<file path="src/rtl/fetch_unit.sv">
// fetch_unit
// ----------
// Front end of the fetch path. Holds the architectural PC, issues word fetches
// to instruction memory over a req/ack handshake (one request outstanding),
// and buffers returned instructions with their PCs in a small FIFO for decode.
// Branch redirects from execute flush buffered work and steer fetch to a new
// target. A request already in flight when a redirect arrives is killed: it
// stays on the bus until acked, and its data is then thrown away.
//
// Handshakes:
//   Imem*  : a transfer happens on a rising edge where ImemReq & ImemAck.
//            ImemReq/ImemAddr stay stable from assertion until the transfer.
//            ImemAck without ImemReq is ignored.
//   Instr* : the head entry is consumed on a rising edge where
//            InstrValid & InstrReady and Redirect is low.
//
// Ports:
//   CLK         clock, rising edge
//   Reset_L     asynchronous active-low reset
//   Redirect    taken-branch strobe from execute (one cycle per event)
//   RedirectPC  branch target, bits [1:0] treated as 0
//   ImemReq     fetch request (registered)
//   ImemAddr    fetch address (registered, word aligned)
//   ImemAck     memory accepts the request and returns data this cycle
//   ImemData    instruction word, valid with ImemAck
//   InstrValid  FIFO head valid
//   InstrReady  decode accepts the head
//   Instr       head instruction
//   InstrPC     PC of the head instruction
//   Count       FIFO occupancy
//   fsm_state   fetch FSM state, for debug/observation (0 IDLE, 1 WAIT, 2 KILL)

module fetch_unit #(
    parameter logic [63:0] RESET_PC = 64'h0,
    parameter int          DEPTH    = 2
) (
    input  logic                     CLK,
    input  logic                     Reset_L,
    input  logic                     Redirect,
    input  logic [63:0]              RedirectPC,
    output logic                     ImemReq,
    output logic [63:0]              ImemAddr,
    input  logic                     ImemAck,
    input  logic [31:0]              ImemData,
    output logic                     InstrValid,
    input  logic                     InstrReady,
    output logic [31:0]              Instr,
    output logic [63:0]              InstrPC,
    output logic [$clog2(DEPTH):0]   Count,
    output logic [1:0]               fsm_state
);

    localparam int AW = $clog2(DEPTH);
    localparam int CW = AW + 1;
    localparam logic [CW-1:0] DEPTH_C = CW'(DEPTH);

    localparam logic [1:0] ST_IDLE = 2'd0;  // no request outstanding
    localparam logic [1:0] ST_WAIT = 2'd1;  // right-path request outstanding
    localparam logic [1:0] ST_KILL = 2'd2;  // wrong-path request outstanding

    logic [1:0]    state, state_n;
    logic [63:0]   pc, pc_n;
    logic          req_n;
    logic [63:0]   addr_n;
    logic [CW-1:0] count_q, count_n;
    logic [AW-1:0] rd_ptr, wr_ptr, rd_next;
    logic [31:0]   head_instr;
    logic [63:0]   head_pc;

    logic [31:0]   fifo_instr [DEPTH];
    logic [63:0]   fifo_pc    [DEPTH];

    logic [63:0]   redirect_pc;
    logic [63:0]   pc_inc;
    logic          transfer;
    logic          push;
    logic          pop;
    logic          room;

    assign redirect_pc = RedirectPC & ~64'h3;
    assign pc_inc      = pc + 64'd4;
    assign transfer    = ImemReq & ImemAck;

    // Only a right-path transfer delivers data; a redirect drops anything
    // arriving at the same edge.
    assign push = transfer && (state == ST_WAIT) && !Redirect;
    assign pop  = InstrValid && InstrReady && !Redirect;

    // Occupancy after this edge. The room test for issuing a new request looks
    // at this value so that a same-cycle pop frees space immediately.
    assign count_n = Redirect ? '0 : (count_q + CW'(push) - CW'(pop));
    assign room    = count_n < DEPTH_C;
    assign rd_next = rd_ptr + AW'(pop);

    always_comb begin
        state_n = state;
        pc_n    = pc;
        req_n   = ImemReq;
        addr_n  = ImemAddr;
        if (Redirect) begin
            pc_n = redirect_pc;
            case (state)
                ST_WAIT, ST_KILL: begin
                    if (transfer) begin
                        req_n   = 1'b1;
                        addr_n  = redirect_pc;
                        state_n = ST_WAIT;
                    end else begin
                        // Request stays on the bus; its data will be dropped.
                        state_n = ST_KILL;
                    end
                end
                default: begin
                    req_n   = 1'b1;
                    addr_n  = redirect_pc;
                    state_n = ST_WAIT;
                end
            endcase
        end else begin
            case (state)
                ST_IDLE: begin
                    if (room) begin
                        req_n   = 1'b1;
                        addr_n  = pc;
                        state_n = ST_WAIT;
                    end
                end
                ST_WAIT: begin
                    if (transfer) begin
                        pc_n = pc_inc;
                        if (room) begin
                            addr_n = pc_inc;
                        end else begin
                            req_n   = 1'b0;
                            state_n = ST_IDLE;
                        end
                    end
                end
                ST_KILL: begin
                    if (transfer) begin
                        if (room) begin
                            addr_n  = pc;
                            state_n = ST_WAIT;
                        end else begin
                            req_n   = 1'b0;
                            state_n = ST_IDLE;
                        end
                    end
                end
                default: begin
                    req_n   = 1'b0;
                    state_n = ST_IDLE;
                end
            endcase
        end
    end

    always_ff @(posedge CLK or negedge Reset_L) begin
        if (!Reset_L) begin
            state    <= ST_IDLE;
            pc       <= RESET_PC;
            ImemReq  <= 1'b0;
            ImemAddr <= RESET_PC;
        end else begin
            state    <= state_n;
            pc       <= pc_n;
            ImemReq  <= req_n;
            ImemAddr <= addr_n;
        end
    end

    // FIFO storage needs no reset; validity is carried by the occupancy count.
    always_ff @(posedge CLK) begin
        if (push) begin
            fifo_instr[wr_ptr] <= ImemData;
            fifo_pc[wr_ptr]    <= pc;
        end
    end

    always_ff @(posedge CLK or negedge Reset_L) begin
        if (!Reset_L) begin
            rd_ptr     <= '0;
            wr_ptr     <= '0;
            count_q    <= '0;
            head_instr <= '0;
            head_pc    <= '0;
        end else begin
            count_q <= count_n;
            if (Redirect) begin
                rd_ptr <= '0;
                wr_ptr <= '0;
            end else begin
                rd_ptr <= rd_next;
                if (push) begin
                    wr_ptr <= wr_ptr + AW'(1);
                end
                // The head registers hold their last value while empty. When
                // the new head slot is the one being written this edge, the
                // incoming word is taken directly.
                if (count_n != '0) begin
                    if (push && (rd_next == wr_ptr)) begin
                        head_instr <= ImemData;
                        head_pc    <= pc;
                    end else begin
                        head_instr <= fifo_instr[rd_next];
                        head_pc    <= fifo_pc[rd_next];
                    end
                end
            end
        end
    end

    assign InstrValid = (count_q != '0);
    assign Instr      = head_instr;
    assign InstrPC    = head_pc;
    assign Count      = count_q;
    assign fsm_state  = state;

endmodule
</file>
<file path="config.mk">
export PLATFORM = sky130hd
export DESIGN_NAME = fetch_unit
export DESIGN_NICKNAME = d
export VERILOG_FILES = /design/src/rtl/fetch_unit.sv
export SDC_FILE = /design/constraint.sdc
export NUM_CORES = 1
export LEC_CHECK = 0
export CAP_MARGIN = 20
export CORE_ASPECT_RATIO = 0.7
export CORE_MARGIN = 10
export CORE_UTILIZATION = 45
export CTS_CLUSTER_DIAMETER = 50
export DETAILED_ROUTE_END_ITERATION = 7
export PLACE_DENSITY = 0.66
export SYNTH_ARGS = -nofsm -noshare
export SYNTH_HDL_FRONTEND = slang
export SYNTH_SLANG_ARGS = --single-unit
</file>
<file path="constraint.sdc">
create_clock -name CLK -period 7.85 [get_ports CLK]
set_clock_uncertainty 0.15 [all_clocks]
set_input_delay 1.1775 -clock CLK [delete_from_list [all_inputs] [get_ports CLK]]
set_output_delay 1.1775 -clock CLK [all_outputs]
set_load 0.01 [all_outputs]
</file>
==> impl_metrics.json, run 1 <==
{
  "vdd_ir_drop_max_uv": 213,
  "ys_seq_area_share_pct": 57.4,
  "clock-sinks": 414,
  "synthFlopType": "dfrtp_1",
  "place_congestion": 0.917,
  "synthToLayoutAreaGrowth_pct": 23.1,
  "worstSetupPathType": "primary input to flip-flop",
  "synth-edff-count": 188,
  "r2r_cells": 15,
  "rrSetupSlack_ns": 3.06,
  "final_common_cell": "clkdlybuf4s50_1",
  "ys_types": 72,
  "core_um2": 43500,
  "n_fill_cell": 3718,
  "die_h_um": 195,
  "most-common-layout-cells": "clkdlybuf4s50_1, dfrtp_1, nand2_1",
  "cts_root_buffer": "clkbuf_16",
  "grt_pass1_vias": 14294,
  "grt_start_max_net_pins": 122,
  "post-place-ws_ns": 1.87,
  "min_delay_path_depth": 2,
  "drive_gt1_share_pct": 13.2,
  "insertion_delay_ns": 0.56,
  "power_density_nw_per_um2": 347,
  "initial_utilization_pct": 45.3,
  "p_leak_uw": 0.00947,
  "postCtsSetupRepairBufs": 0,
  "die_area_um2": 52700,
  "setup_violations": 0,
  "status": "finished clean",
  "die_w_um": 270,
  "cts_inserted_buffers": 46,
  "tightest_slew_ns": 0.996,
  "critPathRequiredTime_ns": 8.14,
  "drc_errors": 0,
  "max_freq_ghz": 0.184,
  "drv_slew": 0,
  "rsz0062_at_grt": "no",
  "post-route-period-util_pct": 69.3,
  "cp_max_fo": 35,
  "grt_first_pass_wirelength_mm": 87.7,
  "crit_path_end_kind": "flip-flop",
  "start_kind": "primary input",
  "r2r_end": "ImemAddr[36]",
  "fin_ws_ns": 2.41,
  "crit_arrival_ns": 5.73,
  "async_reset_ff_share_pct": 54.6,
  "worstHoldEndpoint": "InstrPC[3]",
  "ant_nets": 0,
  "drt_iter0_drc": 1197,
  "ff_latch_area_um2": 11300,
  "holdCritPathClass": "flip-flop to flip-flop",
  "via_per_inst": 5.57,
  "grt.overflow.total": 0,
  "grt_usage_pct": 21.1,
  "multi_input_area_um2": 7660,
  "vias": 14081,
  "htree_levels": 2,
  "port_buffers": 262,
  "post_cts_resized": 0,
  "synth_seq_cells": 414,
  "rows": 64,
  "postSynthAreaPerCell_um2": 11.6,
  "period_minus_slack_ns": 5.44,
  "syn_inst": 1696,
  "finalHoldViolCount": 0,
  "clk_pin_slew_ns": 0.06,
  "wl_mm": 56.8,
  "setup-tns-final_ns": 0,
  "antenna_found_initial": 7,
  "max_cap_viol_count": 0,
  "hpwlAfterDp_mm": 38.3,
  "yosysWarningCount": 0,
  "syn_area_um2": 19700,
  "dr.pass1.iters": 5,
  "fin_nets": 1999,
  "hp-start": "InstrPC[3]",
  "cts_tree": "done",
  "routedWlPerCell_um": 22.5,
  "reg2reg_from": "fsm_state[1]",
  "clockBufferDepth": 3,
  "cts_hold_buf": 0,
  "relSlewSlack_pct": 33.6,
  "io_pins": 267
}
==> cell families (layout without fill, tap and decap cells) <==
group | count (synthesis) | in the layout | synth area share [%]
AOI/OAI and AO/OA | 267 | 267 | 7.89
other | 1 | 5 | 0.0190
muxes | 237 | 237 | 12.9
buffers and inverters | 146 | 379 | 4.04
and+or+nand+nor | 515 | 515 | 12.5
DFF | 414 | 414 | 57.4
xor gates and xnor gates | 110 | 110 | 4.96
adders and majority gates | 6 | 6 | 0.381
==> synth_stat cells (all sizes together), types with 38 or more instances <==
cell type  number  share of area, %
edfxtp        188                29
nor2          104               2.0
mux2i         109               5.5
nand4          47               1.7
xnor2          83               3.7
mux2          128               7.3
nand2         207               3.9
dfrtp         226                29
clkbuf         75               2.0
nand3          38              0.99
buf            62               1.9
o21ai         176               4.5
nor3           41               1.1
==> layout make-up <==
| type | count | area share, % |
|---|---|---|
| Clock inverter | 20 | 1.30 |
| Sequential cell | 414 | 46.6 |
| Multi-Input combinational cell | 1137 | 31.6 |
| Tap cell | 594 | 3.07 |
| Timing Repair Buffer | 285 | 11.6 |
| Inverter | 8 | 0.129 |
| Antenna cell | 3 | 0.0310 |
| Clock buffer | 66 | 5.69 |
==> routing by layer <==
metal / up-vias / global-route usage (%) / wire [um]
li1: 6520 / - / -
met1: 6980 / 29.5 / 25700
met2: 488 / 32.0 / 25000
met3: 85 / 5.99 / 4870
met4: 8 / 5.19 / 1210
met5: - / 0 / 46
==> registers in the layout, summed over array words and instances (netlist names) <==
signal	cells
Count	2
ImemAddr	63
ImemReq	1
Instr	32
InstrPC	62
fifo_instr	64
fifo_pc	124
fsm_state	2
pc	62
rd_ptr	1
wr_ptr	1
==> critical path: stages <==
cell and delay [ns]:
buf_2 0.53, clkinv_2 0.68, and3_1 0.43, ha_1 0.31
inv_1 0.04, ha_1 0.18, xnor2_1 0.28, xor2_1 0.59
a31o_2 0.92, buf_4 0.31, mux2i_1 0.20, a21oi_1 0.06
==> power by group <==
part / switching, uW / total, uW / internal, uW
clock: 916 / 2380 / 1470
sequential: 365 / 3180 / 2820
combinational: 1510 / 2840 / 1330
total: 2790 / 8400 / 5610
==> metrics by stage <==
stage	utilization [%]	total power, uW	cell area, um2	instances	hold WS [ns]
floorplan	-	4660	19700	1697	0.287
global route	55.7	8870	24200	2525	0.345
detailed placement	51.8	6090	22500	2437	0.319
global placement	51.8	6020	22500	2437	0.310
CTS	55.7	8490	24200	2523	0.333
finish	55.8	8400	24200	2527	0.325
==> worst max path at each step <==
stage                         from          endpoint  slack [ns]
final                     Redirect      ImemAddr[36]        2.41
after CTS                 Redirect      ImemAddr[36]        2.45
after global placement    Redirect      ImemAddr[40]        1.93
after global routing      Redirect      ImemAddr[38]        2.10
after floorplan           Redirect  fifo_instr[0][0]        1.64
after detailed placement  Redirect      ImemAddr[36]        1.87
No activity file was read; power rests on OpenSTA's default activity.
==> run 2, diff against run 1 <==
Clock period 7.85 ns to 5.6 ns, I/O delays scaled along.
==> impl_metrics.json, run 2 (synthesized netlist as in run 1, its figures left out) <==
{
  "regMostFlops": "fifo_pc",
  "core_um2": 43500,
  "drv_slew": 0,
  "die_area_um2": 52700,
  "holdCritPathClass": "primary input to async pin",
  "whs_ns": 0.0664,
  "reg2reg_from": "fsm_state[1]",
  "hpwlAfterDp_mm": 38.7,
  "max_stage_delay_ns": 0.51,
  "relSlewSlack_pct": 27.0,
  "tightest_slew_ns": 1.09,
  "drive_gt1_share_pct": 12.8,
  "start_kind": "flip-flop",
  "grt_pass1_vias": 14122,
  "fin_nets": 2001,
  "clkPwrFrac_pct": 25.0,
  "vdd_ir_drop_max_uv": 241,
  "max_cap_viol_count": 0,
  "post-route-period-util_pct": 74.6,
  "io_pins": 267,
  "n_antenna_cell": 0,
  "worstSetupPathType": "flip-flop to flip-flop",
  "htree_levels": 2,
  "clockBufferDepth": 3,
  "drt_iter0_drc": 1383,
  "routedWlPerCell_um": 22.2,
  "cts_inserted_buffers": 44,
  "cts_tree": "done",
  "cts_hold_buf": 0,
  "finalHoldViolCount": 0,
  "pwr-share-comb_pct": 35.4,
  "pwr-share-seq_pct": 39.6,
  "setup_violations": 0,
  "power_density_nw_per_um2": 469,
  "die_w_um": 270,
  "rsz0062_at_grt": "no",
  "grt.overflow.total": 0,
  "wl_mm": 56.1,
  "grt_usage_pct": 20.8,
  "setup-tns-final_ns": 0,
  "crit_path_end_kind": "flip-flop",
  "drc_errors": 0,
  "ant_nets": 0,
  "dr.pass1.iters": 8,
  "insertion_delay_ns": 0.55,
  "crit_arrival_ns": 4.46,
  "period_minus_slack_ns": 4.17,
  "vias": 14053,
  "critPathRequiredTime_ns": 5.89,
  "fin_total_pwr_uw": 11300,
  "most-common-layout-cells": "clkdlybuf4s50_1, dfrtp_1, nand2_1",
  "place_congestion": 0.927,
  "fin_cells": 2522,
  "cts_root_buffer": "clkbuf_16",
  "critical_path.slowest_cell": "a31oi_4",
  "grt_start_max_net_pins": 112,
  "post_cts_resized": 0,
  "clk_pin_slew_ns": 0.06,
  "port_buffers": 262,
  "grt_first_pass_wirelength_mm": 86.6,
  "n_fill_cell": 3711,
  "crit_start": "fsm_state[1]",
  "path_delay_family": "buffers and inverters",
  "final_common_cell": "clkdlybuf4s50_1",
  "initial_utilization_pct": 45.3,
  "cp_max_fo": 27,
  "intPower_uw": 7430,
  "die_h_um": 195,
  "clock-sinks": 414,
  "postCtsSetupRepairBufs": 0,
  "via_per_inst": 5.57,
  "antenna_found_initial": 3,
  "path_cells": "inv_1 > ha_1 > inv_1 > nor2_1 > nand3_1 > ha_1 > inv_1 > ha_1 > xnor2_1 > xor2_1 > buf_4 > a31oi_4 > buf_4 > a221oi_1 > a221oi_1",
  "top_regs": "fifo_pc: 124 flops, fifo_instr: 64 flops, ImemAddr: 63 flops",
  "synthToLayoutAreaGrowth_pct": 21.9,
  "largest_reg_flops": 124,
  "p_sw_uw": 3830,
  "p_leak_uw": 0.00936,
  "rows": 64,
  "switching_share_pct": 34.0,
  "worst-path-buf-inv": 5,
  "max_freq_ghz": 0.240,
  "status": "finished clean",
  "dpl.cell_count": 2442
}
## run 2: cell count changes in the layout (fill, tap and decap cells not counted), sizes merged
cell and delta:
buf +4, bufinv -5, clkbuf -12, clkinv +11
clkinvlp +2, diode -3, inv -2
## run 2: per-stage QoR
| stage | utilization (%) | cell area [um2] | setup WS [ns] |
|---|---|---|---|
| 3_5_place_dp | 52.1 | 22600 | 1.08 |
| 6_report | 55.2 | 24000 | 1.43 |
| 5_1_grt | 55.2 | 24000 | 1.22 |
| 2_1_floorplan | - | 19700 | -0.271 |
| 3_3_place_gp | 52.1 | 22600 | 1.13 |
| 4_1_cts | 55.2 | 24000 | 1.49 |
## run 2: layout make-up
cell class	instances	area (um2)	area share, %
Sequential cell	414	11300	47.1
Multi-Input combinational cell	1137	7660	31.9
Timing Repair Buffer	289	2900	12.1
Clock inverter	26	199	0.828
Tap cell	594	743	3.09
Inverter	8	31.3	0.130
Clock buffer	54	1180	4.91
## run 2: final timing paths
| path | endpoint | slack (ns) | depth (start not counted) |
|---|---|---|---|
| min in group CLK | InstrPC[48] | 0.33 | 2 |
| worst min-delay path | Instr[8] | 0.07 | 1 |
| max in group asynchronous | Instr[22] | 3.90 | 2 |
| worst max register to register | ImemAddr[53] | 1.43 | 15 |
| worst min register to register | InstrPC[48] | 0.33 | 2 |
| worst max-delay path | ImemAddr[53] | 1.43 | 15 |
## run 2: power by group through the flow
stage / combinational [uW] / clock [uW] / sequential, uW
after global placement: 3960 / 0 / 4480
after CTS: 4060 / 2880 / 4460
final: 3990 / 2820 / 4460
after detailed placement: 4030 / 0 / 4510
after floorplan: 1920 / 0 / 4610
after global routing: 4360 / 3000 / 4560
## run 2: metal layers
metal / up-vias / track usage (%) / wire, um
li1: 6484 / - / -
met1: 7016 / 29.9 / 25600
met2: 474 / 31.4 / 25000
met3: 73 / 4.96 / 4530
met4: 6 / 4.24 / 926
met5: - / 0 / 39
==> run 3, diff against run 2 <==
Clock period 5.6 ns to 4 ns, I/O delays scaled along.
==> impl_metrics.json, run 3 (synthesized netlist as in run 1, its figures left out) <==
{
  "holdCritPathClass": "flip-flop to flip-flop",
  "cts_root_buffer": "clkbuf_16",
  "switching_share_pct": 33.6,
  "routedWlPerCell_um": 22.5,
  "initial_utilization_pct": 45.3,
  "cts_inserted_buffers": 45,
  "most-common-layout-cells": "clkdlybuf4s50_1, dfrtp_1, nand2_1",
  "drv_slew": 0,
  "post-route-period-util_pct": 87.4,
  "clk_pin_slew_ns": 0.06,
  "relSlewSlack_pct": 25.5,
  "grt_usage_pct": 21.2,
  "core_um2": 43500,
  "fin_area_um2": 24500,
  "pwr-share-comb_pct": 34.9,
  "intPower_uw": 10900,
  "wl_met3_mm": 4.68,
  "setup_violations": 0,
  "postCtsSetupRepairBufs": 0,
  "final_common_cell": "clkdlybuf4s50_1",
  "drc_errors": 0,
  "wl_mm": 57.2,
  "insertion_delay_ns": 0.56,
  "clock-sinks": 414,
  "pwr-share-seq_pct": 38.1,
  "io_pins": 267,
  "drt_iter0_drc": 1311,
  "place_congestion": 0.929,
  "via_per_inst": 5.57,
  "grt.overflow.total": 0,
  "max_cap_viol_count": 0,
  "critPathRequiredTime_ns": 4.33,
  "finalHoldViolCount": 0,
  "post_cts_resized": 0,
  "period_minus_slack_ns": 3.49,
  "port_buffers": 262,
  "die_area_um2": 52700,
  "clockBufferDepth": 3,
  "fin_total_pwr_uw": 16400,
  "antenna_found_initial": 3,
  "vias": 14170,
  "fin_nets": 2019,
  "die_w_um": 270,
  "top_regs": "fifo_pc: 124 flops, fifo_instr: 64 flops, ImemAddr: 63 flops",
  "ant_nets": 0,
  "crit_path_end_kind": "flip-flop",
  "power_density_nw_per_um2": 670,
  "vdd_ir_drop_max_uv": 359,
  "max_freq_ghz": 0.286,
  "rows": 64,
  "p_leak_uw": 0.00958,
  "cts_tree": "done",
  "synthToLayoutAreaGrowth_pct": 24.2,
  "worstSetupPathType": "flip-flop to flip-flop",
  "wl_met2_mm": 26.0,
  "drive_gt1_share_pct": 14.3,
  "dr.pass1.iters": 5,
  "post-place-ws_ns": 0.319,
  "rsz0062_at_grt": "no",
  "start_kind": "flip-flop",
  "hpwlAfterDp_mm": 39.5,
  "grt_first_pass_wirelength_mm": 87.8,
  "p_sw_uw": 5500,
  "status": "finished clean",
  "crit_arrival_ns": 3.82,
  "m1WireLength_mm": 25.6,
  "grt_pass1_vias": 14453,
  "htree_levels": 2,
  "top_layer": "met5",
  "cp_max_fo": 10,
  "grt_start_max_net_pins": 98,
  "largest_reg_flops": 124,
  "clkPwrFrac_pct": 27.0,
  "n_fill_cell": 3700,
  "placed_area_um2": 22900,
  "fin_ws_ns": 0.506,
  "regMostFlops": "fifo_pc",
  "die_h_um": 195,
  "tightest_slew_ns": 1.11
}
run 3: through the flow:
step                      hold WS, ns  TNS, ns  std cells  utilization [%]
after floorplan                 0.154   -22.92       1697                -
after global placement          0.312        0       2458             52.6
after detailed placement        0.320        0       2458             52.6
after CTS                       0.333        0       2542             56.3
after global routing            0.359        0       2543             56.3
final                           0.327        0       2544             56.3
run 3: timing repair:
item | 4_1_cts | 5_1_grt
endpoints found under the hold margin | 26 | 0
hold buffers | 1 | 0
endpoints found under the setup margin | 0 | 0
run 3: critical path, stage by stage, from the launching register on:
cell,delay [ns]
dfrtp_1,0.41
inv_1,0.09
ha_1,0.16
inv_1,0.06
nor2_1,0.16
nand3_1,0.12
ha_1,0.29
inv_1,0.04
ha_1,0.18
xnor2_1,0.28
xor2_1,0.20
buf_4,0.18
a31oi_4,0.12
nor2_1,0.41
buf_4,0.30
a21oi_1,0.05
o21ai_0,0.20
run 3: power by group through the flow:
| stage | clock (uW) | sequential (uW) | combinational [uW] |
|---|---|---|---|
| global route | 4680 | 6380 | 6260 |
| floorplan | 0 | 6450 | 2690 |
| finish | 4420 | 6240 | 5730 |
| detailed placement | 0 | 6320 | 5790 |
| global placement | 0 | 6270 | 5680 |
| CTS | 4500 | 6250 | 5810 |
run 3: worst paths after layout:
check,slack (ns),from,to,cells after the start
max in group asynchronous,2.22,Reset_L,InstrPC[19],3
min reg2reg,0.33,InstrPC[54],InstrPC[54],2
min,0.33,InstrPC[54],InstrPC[54],2
min in group asynchronous,0.50,Reset_L,Instr[12],2
max reg2reg,0.51,fsm_state[1],ImemAddr[46],16
max,0.51,fsm_state[1],ImemAddr[46],16
run 3: metal layers:
layer,GRT usage [%],up-vias
li1,-,6541
met1,28.8,7060
met2,33.3,494
met3,5.92,73
met4,4.67,2
met5,0,-
run 3: final cells by class:
class	instances	area, um2	share of cell area, %
antenna	2	5.00	0.0205
clock buffer	58	1300	5.30
clock inverter	25	290	1.19
inverter	8	31.3	0.128
multi-input combinational	1137	7660	31.3
sequential	414	11300	46.2
tap	594	743	3.04
timing repair buffer	306	3140	12.8
